`src/rtl/sort_frame_ctrl_pkg.sv`:
```
// Shared definitions for the sort frame controller: frame size, fill-side states, pad value.
// Pure declarations; no latency or flow-control behaviour of its own.
package sort_frame_ctrl_pkg;

  localparam int FRAME = 8;

  typedef enum logic [1:0] {
    ST_FILL  = 2'd0,
    ST_SORT1 = 2'd1,
    ST_SORT2 = 2'd2
  } state_t;

endpackage

// Largest positive two's-complement value of width W; sorts to the top so pads stay out of the drained prefix.
`define SFC_PAD_VAL(W) {1'b0, {((W)-1){1'b1}}}

```
`src/rtl/two_stages_bitonic_sorter.sv`:
```
// 8-input ascending bitonic sorter, 3 compare layers before and 3 after one register stage (latency 1).
// Free-running: no handshake, the register reloads every cycle.
module two_stages_bitonic_sorter
  import sort_frame_ctrl_pkg::*;
#(
  parameter int N = 7
) (
  input  logic         clk,
  input  logic         rst_n,
  input  logic [N-1:0] a,
  input  logic [N-1:0] b,
  input  logic [N-1:0] c,
  input  logic [N-1:0] d,
  input  logic [N-1:0] e,
  input  logic [N-1:0] f,
  input  logic [N-1:0] g,
  input  logic [N-1:0] h,
  output logic [N-1:0] i,
  output logic [N-1:0] j,
  output logic [N-1:0] k,
  output logic [N-1:0] l,
  output logic [N-1:0] m,
  output logic [N-1:0] n,
  output logic [N-1:0] o,
  output logic [N-1:0] p
);

  typedef logic [FRAME-1:0][N-1:0] vec_t;

  function automatic vec_t ce(input vec_t v, input int lo, input int hi, input logic up);
    vec_t r;
    logic swap;
    r    = v;
    swap = up ? ($signed(v[lo]) > $signed(v[hi])) : ($signed(v[lo]) < $signed(v[hi]));
    if (swap) begin
      r[lo] = v[hi];
      r[hi] = v[lo];
    end
    return r;
  endfunction

  vec_t stage_a;
  vec_t mid_q;
  vec_t stage_b;

  // Build two bitonic halves: 0..3 ascending, 4..7 descending.
  always_comb begin
    stage_a = {h, g, f, e, d, c, b, a};
    stage_a = ce(stage_a, 0, 1, 1'b1);
    stage_a = ce(stage_a, 2, 3, 1'b0);
    stage_a = ce(stage_a, 4, 5, 1'b1);
    stage_a = ce(stage_a, 6, 7, 1'b0);
    stage_a = ce(stage_a, 0, 2, 1'b1);
    stage_a = ce(stage_a, 1, 3, 1'b1);
    stage_a = ce(stage_a, 4, 6, 1'b0);
    stage_a = ce(stage_a, 5, 7, 1'b0);
    stage_a = ce(stage_a, 0, 1, 1'b1);
    stage_a = ce(stage_a, 2, 3, 1'b1);
    stage_a = ce(stage_a, 4, 5, 1'b0);
    stage_a = ce(stage_a, 6, 7, 1'b0);
  end

  always_ff @(posedge clk or negedge rst_n) begin
    if (!rst_n) mid_q <= '0;
    else        mid_q <= stage_a;
  end

  // Final ascending bitonic merge across all 8 lanes.
  always_comb begin
    stage_b = mid_q;
    stage_b = ce(stage_b, 0, 4, 1'b1);
    stage_b = ce(stage_b, 1, 5, 1'b1);
    stage_b = ce(stage_b, 2, 6, 1'b1);
    stage_b = ce(stage_b, 3, 7, 1'b1);
    stage_b = ce(stage_b, 0, 2, 1'b1);
    stage_b = ce(stage_b, 1, 3, 1'b1);
    stage_b = ce(stage_b, 4, 6, 1'b1);
    stage_b = ce(stage_b, 5, 7, 1'b1);
    stage_b = ce(stage_b, 0, 1, 1'b1);
    stage_b = ce(stage_b, 2, 3, 1'b1);
    stage_b = ce(stage_b, 4, 5, 1'b1);
    stage_b = ce(stage_b, 6, 7, 1'b1);
  end

  assign {p, o, n, m, l, k, j, i} = stage_b;

endmodule

```
`src/rtl/sort_frame_ctrl.sv`:
```
// Frames up to 8 signed samples, sorts them ascending; first out_valid 3 cycles after the closing input beat.
// in_ready drops during SORT1/SORT2; a full output buffer stalls the fill side in SORT2.
module sort_frame_ctrl
  import sort_frame_ctrl_pkg::*;
#(
  parameter int N = 7
) (
  input  logic         clk,
  input  logic         rst,
  input  logic         in_valid,
  output logic         in_ready,
  input  logic [N-1:0] in_data,
  input  logic         in_last,
  output logic         out_valid,
  input  logic         out_ready,
  output logic [N-1:0] out_data,
  output logic         out_last,
  output logic         busy
);

  typedef logic [FRAME-1:0][N-1:0] buf_t;

  state_t     state_q, state_d;
  logic [2:0] wr_idx_q, wr_idx_d;
  logic [3:0] len_q, len_d;
  logic [3:0] out_len_q, out_len_d;
  logic       out_full_q, out_full_d;
  logic [2:0] rd_idx_q, rd_idx_d;
  buf_t       fill_buf_q, fill_buf_d;
  buf_t       out_buf_q, out_buf_d;
  buf_t       sorted;

  two_stages_bitonic_sorter #(.N(N)) u_sorter (
    .clk   (clk),
    .rst_n (~rst),
    .a     (fill_buf_q[0]),
    .b     (fill_buf_q[1]),
    .c     (fill_buf_q[2]),
    .d     (fill_buf_q[3]),
    .e     (fill_buf_q[4]),
    .f     (fill_buf_q[5]),
    .g     (fill_buf_q[6]),
    .h     (fill_buf_q[7]),
    .i     (sorted[0]),
    .j     (sorted[1]),
    .k     (sorted[2]),
    .l     (sorted[3]),
    .m     (sorted[4]),
    .n     (sorted[5]),
    .o     (sorted[6]),
    .p     (sorted[7])
  );

  assign in_ready  = (state_q == ST_FILL);
  assign out_valid = out_full_q;
  assign out_data  = out_buf_q[rd_idx_q];
  assign out_last  = out_full_q && ({1'b0, rd_idx_q} == (out_len_q - 4'd1));
  assign busy      = (state_q != ST_FILL) || out_full_q;

  always_comb begin
    state_d    = state_q;
    wr_idx_d   = wr_idx_q;
    len_d      = len_q;
    out_len_d  = out_len_q;
    out_full_d = out_full_q;
    rd_idx_d   = rd_idx_q;
    fill_buf_d = fill_buf_q;
    out_buf_d  = out_buf_q;

    case (state_q)
      ST_FILL: begin
        if (in_valid) begin
          fill_buf_d[wr_idx_q] = in_data;
          wr_idx_d             = wr_idx_q + 3'd1;
          if (in_last || (wr_idx_q == 3'd7)) begin
            len_d   = {1'b0, wr_idx_q} + 4'd1;
            state_d = ST_SORT1;
            for (int s = 0; s < FRAME; s++) begin
              if (3'(s) > wr_idx_q) fill_buf_d[s] = `SFC_PAD_VAL(N);
            end
          end
        end
      end
      ST_SORT1: state_d = ST_SORT2;
      ST_SORT2: begin
        // Capture only into an empty buffer; fill_buf is stable so the sorter keeps re-presenting the result.
        if (!out_full_q) begin
          out_buf_d  = sorted;
          out_len_d  = len_q;
          out_full_d = 1'b1;
          wr_idx_d   = 3'd0;
          state_d    = ST_FILL;
        end
      end
      default: state_d = ST_FILL;
    endcase

    if (out_full_q && out_ready) begin
      if (out_last) begin
        out_full_d = 1'b0;
        rd_idx_d   = 3'd0;
      end else begin
        rd_idx_d = rd_idx_q + 3'd1;
      end
    end
  end

  always_ff @(posedge clk or posedge rst) begin
    if (rst) begin
      state_q    <= ST_FILL;
      wr_idx_q   <= '0;
      len_q      <= '0;
      out_len_q  <= '0;
      out_full_q <= 1'b0;
      rd_idx_q   <= '0;
      fill_buf_q <= '0;
      out_buf_q  <= '0;
    end else begin
      state_q    <= state_d;
      wr_idx_q   <= wr_idx_d;
      len_q      <= len_d;
      out_len_q  <= out_len_d;
      out_full_q <= out_full_d;
      rd_idx_q   <= rd_idx_d;
      fill_buf_q <= fill_buf_d;
      out_buf_q  <= out_buf_d;
    end
  end

endmodule

```
`config.mk`:
```
export PLATFORM = sky130hd
export DESIGN_NAME = sort_frame_ctrl
export DESIGN_NICKNAME = d
export VERILOG_FILES = /design/src/rtl/sort_frame_ctrl_pkg.sv /design/src/rtl/two_stages_bitonic_sorter.sv /design/src/rtl/sort_frame_ctrl.sv
export SDC_FILE = /design/constraint.sdc
export NUM_CORES = 1
export LEC_CHECK = 0
export CORE_AREA = 2 2 199 181
export CTS_CLUSTER_SIZE = 16
export DETAILED_ROUTE_END_ITERATION = 6
export DIE_AREA = 0 0 201 183
export MAX_ROUTING_LAYER = met4
export PLACE_DENSITY_LB_ADDON = 0.15
export RECOVER_POWER = 100
export SYNTH_ARGS = -nofsm -noshare
export SYNTH_HDL_FRONTEND = slang
export SYNTH_SLANG_ARGS = --single-unit
```
`constraint.sdc`:
```
create_clock -name clk -period 7.95 [get_ports clk]
set_clock_uncertainty 0.2 [all_clocks]
set_input_delay 1.59 -clock clk [delete_from_list [all_inputs] [get_ports clk]]
set_output_delay 1.59 -clock clk [all_outputs]
set_load 0.005 [all_outputs]
```
After elaboration in Yosys (flattened, before gate mapping)
Cells that the tools add are included.
{ "op_classes": {"bitwise_logic": 1, "reduce_logical": 13, "n_lt_le_gt_ge": 35, "addsub": 4, "eq_ne": 7, "mux": 61} }
{ "ops": {"columns": ["operator", "count"], "rows": [
  ["two-way mux 7 bit", 34],
  ["two-way mux 14 bit", 12],
  ["> comparator 7 bit", 18],
  ["bitwise mux 56 bit", 1],
  ["two-way mux 56 bit", 1],
  ["< comparator 7 bit", 6],
  ["binary-select mux 7 bit (select 3 bit)", 1],
  ["demux 7 bit (select 3 bit)", 1],
  ["> comparator 3 bit, first input constant", 4],
  ["two-way mux 3 bit", 3],
  ["AND reduction 3 bit", 3],
  ["< comparator 3 x 4 -> 1 bit, second input constant", 2],
  ["adder 3 x 1 -> 3 bit, second input constant", 2],
  ["> comparator 1 x 3 -> 1 bit, first input constant", 2],
  ["> comparator 2 x 3 -> 1 bit, first input constant", 2],
  ["two-way mux 2 bit", 3],
  ["case mux 2 bit (3 select lines)", 1],
  ["case mux 3 bit (2 select lines)", 1],
  ["adder 3 x 1 -> 4 bit, second input constant", 1],
  ["equality test 3 x 4 -> 1 bit", 1],
  ["inequality test 2 bit, second input constant", 2],
  ["AND reduction 2 bit", 2],
  ["nonzero test 2 bit", 2],
  ["subtractor 4 x 1 -> 4 bit, second input constant", 1],
  ["other kinds (10)", 15]
]} }
{ "word_totals": {"output_inout_bits": 11, "regBits": 185, "input_bits": 12} }

Depth between registers and ports, before layout
{ "depth": {"depth_word": 7, "mapped_depth": 28} }

Cells and area by module
Synthesis repeated with hierarchy kept, for this count alone.
{ "hier_totals": {"hier_cells": 1612, "area_unflattened_um2": 15698.8} }
{ "modules_own_cells": {"columns": ["mod", "area_per_inst_um2", "cells_each", "n_inst"], "rows": [
  ["two_stages_bitonic_sorter", 9933.3, 1181, 1],
  ["sort_frame_ctrl", 5765.5, 431, 1]
]} }

Worst setup path before layout
No wires, ideal clock.
{ "synth_timing": {"path_type": "register to register", "from": "register fill_buf_q[4] in the netlist's numbering", "to": "register u_sorter.mid_q[10] in the netlist's numbering", "path_buffers": 3, "path_stages_with_launch": 23, "setup_slack_ns": 1.980, "t_arrival_ns": 5.645, "synth_period_minus_slack_ns": 5.970, "cell_sequence": "dfrtp_1 -> ha_1 -> a21o_1 -> a2111oi_0 -> a21oi_1 -> buf_1 -> mux2i_1 -> inv_1 -> ha_1 -> a21o_1 -> a2111oi_0 -> a21o_1 -> nand2_1 -> o21ai_1 -> clkbuf_1 -> mux2i_1 -> ha_1 -> a21o_1 -> a21oi_1 -> o221ai_1 -> nand2_1 -> clkbuf_1 -> mux2_2"} }
{ "synth_rtl": {"columns": ["element", "line", "source"], "rows": [
  ["start: declaration", "sort_frame_ctrl.sv:29", "buf_t fill_buf_q, fill_buf_d;"],
  ["start signal: assignment", "sort_frame_ctrl.sv:125", "fill_buf_q <= fill_buf_d;"],
  ["end signal: assignment", "two_stages_bitonic_sorter.sv:65", "else mid_q <= stage_a;"],
  ["end: declaration", "two_stages_bitonic_sorter.sv:43", "vec_t mid_q;"]
]} }

Worst setup path after layout
{ "layout_timing": {"from": "register u_sorter.mid_q[46] in the netlist's numbering", "to": "register out_buf_q[19] in the netlist's numbering"} }
{ "layout_via": {"elab_chain_len": 6} }
{ "layout_rtl": {"columns": ["element", "line", "source"], "rows": [
  ["> comparator 7 bit", "two_stages_bitonic_sorter.sv:34", "swap = up ? ($signed(v[lo]) > $signed(v[hi])) : ($signed(v[lo]) < $signed(v[hi]));"],
  ["two-way mux 7 bit *", "two_stages_bitonic_sorter.sv:35", "if (swap) begin"],
  ["> comparator 7 bit", "two_stages_bitonic_sorter.sv:34", null],
  ["two-way mux 7 bit *", "two_stages_bitonic_sorter.sv:35", null],
  ["> comparator 7 bit", "two_stages_bitonic_sorter.sv:34", null],
  ["two-way mux 14 bit *", "two_stages_bitonic_sorter.sv:35", null],
  ["end signal: assignment", "sort_frame_ctrl.sv:126", "out_buf_q <= out_buf_d;"],
  ["end: declaration", "sort_frame_ctrl.sv:30", "buf_t out_buf_q, out_buf_d;"]
]} }
Mark *: on every way between the ends. The rest lies on a longest branch, timed or not.
A chain may end at the register's enable or synchronous reset.

==> qor.txt <==
fmax - 0.1420 GHz
Crit path required time - 8140 ps
Critical Path Fanout Max - 15
clk_lat worst skew - 470 ps
post-synthesis sequential area ratio - 30.04%
vias per cell - 5.517
P&R area growth vs syn - 7.924%
syn avg cell area - 9.008 um^2
first-pass GRT wire length - 65.45 mm
max cap viols - 3
commonest non-fill, non-tap cell in the layout - mux2i_1
ys async rst share - 100.0%
most frequent cells in the layout - 224 x mux2i_1, 206 x nand2_1, 185 x dfrtp_1, 181 x inv_1, 148 x ha_1
Placer Congestion - 0.9544
Worst Tran Pin Value - 4324 ps
clock-pin slew on the worst setup and hold paths - 80 ps
layout cell share with drive strength beyond 1 - 8.280%
Synth Cell Area - 15410 um^2
Top Ports - 23
wire per inst - 18.97 um
setup_tns - 0 ps
DRC - 0
Top FF cell, synth - dfrtp_1
max_slew headroom - -188.3%
fin nets - 1862
Tot GR Track Use - 23.77%
CTS HTree Levels - 4
unrepaired setup endpoints after global routing - false
grt ovf - 0
Finish-stage setup viols - 0
CP arrival - 7230 ps
max-slew violation count - 147
cts hold-fix bufs - 0
violated checks - capacitance limit, slew limit
reg2reg path depth - 22
core area - 34730 um^2
Post-Place Cells - 2152
GR Util met3 - 2.967%
Final period util - 88.56%
vias after detailed routing - 12050
TritonCTS clock tree - yes
post-synth top area share - 30.04%
Initial Util - 44.38%
clk sinks - 185
Post-Syn Instances - 1711
Synth area leader - dfrtp_1
Final HPWL DP - 33.60 mm
Worst setup SP type - flop
design area - 16630 um^2
DR pass1 iterations - 5
Die Height - 183 um
worst min-delay path class - flop to flop
number of post-CTS setup repair buffers - 0
Die W - 201 um
status - finished, violations left
Iter 0 DRT Violations - 575
Min-Delay Startpoint - out_buf_q[17]$_DFFE_PP0P_
met1 Use GR - 30.47%
FF+latch count, synth - 185
worst hold path depth - 2
leading post-synthesis cells by cell area - dfrtp_1 30%, mux2i_1 15%, ha_1 12%
WL final - 41.44 mm
CTS resizes - 0
Longest Clk Path Bufs - 2
Setup CP Type - flop to flop
distinct cell type count after synthesis - 86
number of synthesized flops with an enable pin - 0
Inserted Clock Buffers - 17
antenna violations before repair - 0
Post-DP Area - 16060 um^2
Final Non-Filler Cells - 2185
num rows - 65
Antenna Nets Post-Route - 0
Most Crowded Layer GR - met2
DIE AREA - 36780 um^2
Setup crit end kind - flop
R2R Setup Slk - 910 ps
IO Port Bufs - 22
Root Driver - clkbuf_16
pin count of the biggest net entering global routing - 106
final hold vios - 0
worst reg2reg path endpoint - out_buf_q[19]$_DFFE_PP0P_
met2 Use GR - 38.73%
Synth Warn # - 0
Period minus WS final - 7040 ps
worst r2r src - u_sorter.mid_q[46]$_DFF_PP0_
Post-Syn Nets - 1871
vias in the first global route - 11750
Hold Path Sink - out_buf_q[17]$_DFFE_PP0P_
## flip-flops by register name, summed over array words and instances (netlist names)
register,flops
fill_buf_q,56
len_q,4
out_buf_q,56
out_len_q,4
out_valid,1
rd_idx_q,3
state_q,2
u_sorter.mid_q,56
wr_idx_q,3
## synth_stat cells, drive strengths merged, types with 10 or more instances
library cell,n
mux2i,227
nand2,207
dfrtp,185
inv,182
ha,148
nor2,120
a21oi,105
o21ai,82
mux2,70
clkbuf,45
a21o,36
nand3,33
o211ai,24
buf,17
nand4,17
and2,16
mux4,14
nor2b,13
a211oi,12
o22ai,12
xnor2,10
## layout make-up
type,instances,area [um^2]
antenna,1,2.502
multi-input combinational,1282,9829
sequential,185,4629
fill,3368,18090
timing repair buffer,34,300.3
tap,469,586.8
inverter,182,684.4
clock inverter,14,171.4
clock buffer,18,429.2
## kinds of logic (layout without fill, tap and decap cells)
| kind of cell | count (synthesis) | in the layout | synth area share, % |
|---|---|---|---|
| mux | 311 | 311 | 21.98 |
| compound gates | 344 | 344 | 15.29 |
| flops | 185 | 185 | 30.04 |
| fa+ha+maj | 153 | 153 | 12.36 |
| buf+inv | 244 | 248 | 6.170 |
| xor+xnor | 13 | 13 | 0.7388 |
| simple gates | 461 | 461 | 13.43 |
| other cells | 0 | 1 | 0 |
## worst max-delay path by stage
stage	start	slack, ps	end	cells after the start
floorplan	rst	1130	fill_buf_q[0]$_DFFE_PP0P_	1
global placement	u_sorter.mid_q[39]$_DFF_PP0_	1390	out_buf_q[16]$_DFFE_PP0P_	21
detailed placement	u_sorter.mid_q[39]$_DFF_PP0_	1340	out_buf_q[19]$_DFFE_PP0P_	21
CTS	u_sorter.mid_q[39]$_DFF_PP0_	1320	out_buf_q[19]$_DFFE_PP0P_	21
global route	fill_buf_q[36]$_DFFE_PP0P_	420	u_sorter.mid_q[40]$_DFF_PP0_	24
finish	u_sorter.mid_q[46]$_DFF_PP0_	910	out_buf_q[19]$_DFFE_PP0P_	22
## through the flow
stage                     setup WS, ps  utilization [%]  hold WS (ps)
after detailed placement          1342            46.25         251.2
after floorplan                   1131                -         233.4
after CTS                         1316            47.98         267.9
after global routing             418.7            47.89         291.3
final                            909.9            47.90         266.3
after global placement            1393            46.25         247.9
## metal layers
| layer | up-vias | wire length, um |
|---|---|---|
| met3 | 68 | 1230 |
| met1 | 5759 | 19590 |
| li1 | 6024 | - |
| met5 | - | 0 |
| met2 | 203 | 19280 |
| met4 | 0 | 1343 |
## critical path: stages (launching register included)
cell	delay, ps
dfrtp_1	400
inv_1	90
ha_1	300
nand4_1	170
a21o_1	230
a21oi_1	650
buf_4	320
mux2i_1	490
ha_1	240
nand2_1	100
a2111oi_4	380
o21ai_0	220
a22oi_1	200
buf_4	260
mux2i_1	410
ha_1	250
and4_1	220
o21ai_0	130
o31a_1	250
o211a_2	130
a221oi_4	620
and2_0	510
a21o_1	190
Power is left out: the tool's default activity adds up to more than one toggle a clock period on the data nets, which glitch-free logic cannot reach.
==> edit 1: new RTL, config.mk and constraints unchanged <==
The 3 states of `state_t` get a one-hot encoding in 3 bits.
--- a/src/rtl/sort_frame_ctrl_pkg.sv
+++ b/src/rtl/sort_frame_ctrl_pkg.sv
@@ -4,10 +4,10 @@
 
   localparam int FRAME = 8;
 
-  typedef enum logic [1:0] {
-    ST_FILL  = 2'd0,
-    ST_SORT1 = 2'd1,
-    ST_SORT2 = 2'd2
+  typedef enum logic [2:0] {
+    ST_FILL  = 3'b001,
+    ST_SORT1 = 3'b010,
+    ST_SORT2 = 3'b100
   } state_t;
 
 endpackage
Check against the original RTL: no difference found for any inputs over 4 cycles, from zero or initial values and one cycle with rst high; so few cycles prove little.
==> edit 1 against the unedited design <==
  * Sequential cell count is 1 higher
  * Final area is 0.11% higher
  * Core utilization is 0.050 points higher
  * Worst setup slack better by 0.019 ns
  * Synthesized area is 0.15% higher
  * The run still ends with max-capacitance violations, max-slew violations left
  * Synthesized cell count is 0.47% lower
  * Non-clock buffer count is 4 higher
  * Wire length is 0.32% higher
  * First-iteration DRC count is 47% higher
Power is not shown: default switching activity piles up to over one toggle a cycle in this logic, so the estimate is an artifact.
==> edit 1: results (changes against the unedited design) <==
| Metric | Value |
|---|---|
| Routing usage on met2 | 0.3664 (was 0.3873) |
| WL met1 | 20460 um (was 19590 um) |
| Failing checks | max-capacitance violations, max-slew violations (unchanged) |
| Drt total wl | 41570 um (was 41440 um) |
| Hold wc startpoint | len_q[3]$_DFFE_PP0P_ (was out_buf_q[17]$_DFFE_PP0P_) |
| CP Max Fanout | 21 (was 15) |
| Worst path arrival time | 7.16 ns (was 7.23 ns) |
| Dpl cell area | 16120 um^2 (was 16060 um^2) |
| Slowest CP cell | a41oi_1 (was a21oi_1) |
| Synth Area in XOR/XNOR | 0.01135 (was 0.007388) |
| Met2 WL post-DR | 18390 um (was 19280 um) |
| Area added between synthesis and finish | 7.880% (was 7.924%) |
| Global Route met3 Usage | 0.03358 (was 0.02967) |
| Max Cap Viol | 2 (was 3) |
| Input/output buffers | 22 (unchanged) |
| Min-Delay Endpoint | out_len_q[3]$_DFFE_PP0P_ (was out_buf_q[17]$_DFFE_PP0P_) |
| R2r setup slk | 0.93 ns (was 0.91 ns) |
| Fillers | 3338 (was 3368) |
| Initial DRC Count | 846 (was 575) |
| Aggregate global-route resource usage | 0.2401 (was 0.2377) |
| Final Max Tran Viols | 129 (was 147) |
| Mux share of post-synthesis cell area | 0.2138 (was 0.2198) |
| Compound-Gate Fraction of Synth Area | 0.1513 (was 0.1529) |
| Netlist cell types | 83 (was 86) |
| Crit path largest cell delay | 0.84 ns (was 0.65 ns) |
| First-pass GRT wire length | 66570 um (was 65450 um) |
| Place WS | 1.309 ns (was 1.342 ns) |
| Sequential share of the synthesized area | 0.3016 (was 0.3004) |
| Antenna cells | 0 (was 1) |
| Pin count of the biggest net entering global routing | 121 (was 106) |
| Hold_ws | 0.2816 ns (was 0.2663 ns) |
| Met1 Usage GRT | 0.3256 (was 0.3047) |
| Cells after Synth | 1703 (was 1711) |
| Top post-synthesis cells by area | dfrtp_1, mux2i_1, ha_1, mux2_2, nand2_1 (was dfrtp_1, mux2i_1, ha_1, nand2_1, mux2_2) |
| Inst Count DP | 2142 (was 2152) |
| Worst setup endpoint | out_buf_q[52]$_DFFE_PP0P_ (was out_buf_q[19]$_DFFE_PP0P_) |
| Vias in the first global route | 11890 (was 11750) |
| Adder-Cell Fraction of Synth Area | 0.1264 (was 0.1236) |
| Final Instance Count excl. Fillers | 2174 (was 2185) |
| DR vias/cell | 5.631 (was 5.517) |
| Worst slew pin tran | 4.755 ns (was 4.324 ns) |
| R2R cell count | 21 (was 22) |
| Status | finished, violations left (unchanged) |
| Final nets | 1851 (was 1862) |
==> edit 1: cell types whose count changed after synthesis, sizes merged, moves of 7 or more <==
| cell | change |
|---|---|
| mux2 | +7 |
| a21o | -9 |
| o211ai | +12 |
| a221o | +16 |
| inv | -12 |
| mux2i | -17 |
| nor4 | +10 |
| nor2 | -14 |
| nand2b | +7 |
| nand2 | -27 |
==> edit 1: cell type report <==
type	count	share of cell area
clock buffers	21	0.02645
repair buffers	38	0.01931
well taps	469	0.03524
inverters	171	0.03855
flip-flops and latches	186	0.2796
multi-input cells	1278	0.5920
clock inverters	11	0.008792
==> edit 1: kinds of logic (layout without fill, tap and decap cells) <==
logic type	after synthesis	after routing
AND/OR/NAND/NOR	448	448
AO/OA/AOI/OAI	351	351
multiplexers	301	301
buffers and inverters	239	241
flip-flops	186	186
adder cells (fa/ha/maj)	158	158
XOR/XNOR	20	20
==> edit 2: new RTL, same settings <==
Without the edit above. `N` is set to 7 in 2 places; all go to 6.
--- a/src/rtl/two_stages_bitonic_sorter.sv
+++ b/src/rtl/two_stages_bitonic_sorter.sv
@@ -3,7 +3,7 @@
 module two_stages_bitonic_sorter
   import sort_frame_ctrl_pkg::*;
 #(
-  parameter int N = 7
+  parameter int N = 6
 ) (
   input  logic         clk,
   input  logic         rst_n,
--- a/src/rtl/sort_frame_ctrl.sv
+++ b/src/rtl/sort_frame_ctrl.sv
@@ -3,7 +3,7 @@
 module sort_frame_ctrl
   import sort_frame_ctrl_pkg::*;
 #(
-  parameter int N = 7
+  parameter int N = 6
 ) (
   input  logic         clk,
   input  logic         rst,
Interface: changed (resized in_data and out_data); port bits go from 23 to 21. No check against the original RTL was run, so the function may have changed too.
==> edit 2 against the unedited design <==
  * The flow still finishes with violations (max-capacitance violations, max-slew violations)
  * Highest routed layer unchanged
  * Sequential cell count decreased by 24
  * Critical endpoint is now u_sorter.mid_q[3]$_DFF_PP0_
  * Critical path depth increased by 8
  * Sequential share of layout area decreased by 0.33 points
  * Via count decreased by 11%
  * Wire length decreased by 11%
  * Die area unchanged
  * Worst setup slack improved by 0.083 ns
  * Final area decreased by 12%
  * Synthesized area decreased by 13%
Power is left out: the tool's default activity adds up to more than one toggle a clock period on the data nets, which glitch-free logic cannot reach.
==> edit 2: results (changes against the unedited design) <==
| Metric | Value |
|---|---|
| Final Max Tran Viols | 188 (was 147) |
| Failing checks | max-capacitance violations, max-slew violations (unchanged) |
| Post-synth top cells | inv_1, dfrtp_1, nand2_1, ha_1, mux2i_1 (was mux2i_1, nand2_1, dfrtp_1, inv_1, ha_1) |
| Worst R2R End | u_sorter.mid_q[3]$_DFF_PP0_ (was out_buf_q[19]$_DFFE_PP0P_) |
| Gpl congestion | 0.8918 (was 0.9544) |
| Worst path arrival time | 7.09 ns (was 7.23 ns) |
| Sequential share of the synthesized area | 0.2994 (was 0.3004) |
| Input/output buffers | 20 (was 22) |
| Top post-synthesis cells by area | dfrtp_1, ha_1, mux2i_1, mux2_2, inv_1 (was dfrtp_1, mux2i_1, ha_1, nand2_1, mux2_2) |
| Largest regs | fill_buf_q (48), out_buf_q (48), u_sorter.mid_q (48) (was fill_buf_q (56), out_buf_q (56), u_sorter.mid_q (56)) |
| Setup Fix Bufs, Post-CTS | 0 (unchanged) |
| Initial DRC Count | 718 (was 575) |
| Top delay family on crit path | compound AO/OA/AOI/OAI gates (unchanged) |
| Type of the worst setup path | reg2reg (unchanged) |
| Min-Delay Endpoint | out_buf_q[26]$_DFFE_PP0P_ (was out_buf_q[17]$_DFFE_PP0P_) |
| Crit path largest cell delay | 0.59 ns (was 0.65 ns) |
| Routed wire length per instance | 18.81 um (was 18.97 um) |
| Worst setup path start | fill_buf_q[1]$_DFFE_PP0P_ (was u_sorter.mid_q[46]$_DFF_PP0_) |
| CP Max Fanout | 12 (was 15) |
| Antenna cells | 0 (was 1) |
| Max Cap Viol | 4 (was 3) |
| R2R cell count | 30 (was 22) |
| Detailed Place HPWL | 29040 um (was 33600 um) |
| R2r setup slk | 0.99 ns (was 0.91 ns) |
| Inst Count DP | 1928 (was 2152) |
| Aggregate global-route resource usage | 0.2124 (was 0.2377) |
| Cells after Synth | 1484 (was 1711) |
| Hold Path Depth | 2 (unchanged) |
| Hold wc startpoint | out_buf_q[26]$_DFFE_PP0P_ (was out_buf_q[17]$_DFFE_PP0P_) |
| DR vias | 10720 (was 12050) |
| Status | finished, violations left (unchanged) |
| Slowest CP cell | clkbuf_1 (was a21oi_1) |
| Initial antenna violation count | 0 (unchanged) |
| Vias in the first global route | 10320 (was 11750) |
| Final nets | 1628 (was 1862) |
| First-pass GRT wire length | 59050 um (was 65450 um) |
| CTS Buf Count | 17 (unchanged) |
| Layout cells sized above 1 | 0.09792 (was 0.08280) |
| Drt total wl | 36860 um (was 41440 um) |
| Worst slew pin tran | 3.057 ns (was 4.324 ns) |
| Pin count of the biggest net entering global routing | 61 (was 106) |
| Netlist cell types | 67 (was 86) |
-- edit 2: cell types whose count changed in the layout (fill, tap and decap cells not counted), moves of 14 or more --
cell | before | now
nand3_1 | 33 | 52
dfrtp_1 | 185 | 161
o221ai_1 | 1 | 21
nor2_1 | 120 | 82
a22oi_1 | 3 | 18
o21ai_0 | 70 | 51
mux2i_1 | 224 | 139
nand2_1 | 206 | 161
mux2_1 | 22 | 8
inv_1 | 181 | 165
mux2_2 | 48 | 79
a21oi_1 | 99 | 78
-- edit 2: worst min-delay path: cells and delay by family, from the launching register on --
family,cells,cell delay (ns)
simple gates,1,0.05
compound gates,1,0.06
flops,1,0.35
-- edit 2: area by class of cell --
cell class / instances / area, um^2
inverter: 166 / 624.3
clock inverter: 12 / 140.1
fill: 3498 / 20080
clock buffer: 20 / 456.7
multi-input combinational: 1101 / 8541
sequential: 161 / 4029
timing repair buffer: 31 / 271.5
tap: 469 / 586.8
-- edit 2: stage by stage --
step                hold WS (ns)  setup slack, ns  instance area [um^2]
detailed placement        0.2767            1.264                 14100
global route              0.3170           0.3574                 14650
global placement          0.2662            1.409                 14100
floorplan                 0.2386            1.508                 13460
finish                    0.2942           0.9925                 14650
CTS                       0.2972            1.230                 14700
-- edit 2: per-layer routing --
layer	share of wire	track usage	wire length [um]	up-vias
li1	-	-	-	5320
met1	0.50	0.2879	18280	5175
met2	0.45	0.3290	16480	191
met3	0.036	0.03252	1333	37
met4	0.021	0.06252	757	0
met5	0	-	0	-
-- edit 2: logic make-up after synthesis --
group | synth area share
simple gates | 0.1313
xor+xnor | 0.005858
buf+inv | 0.06341
mux | 0.2055
flops | 0.2994
fa+ha+maj | 0.1307
compound gates | 0.1639
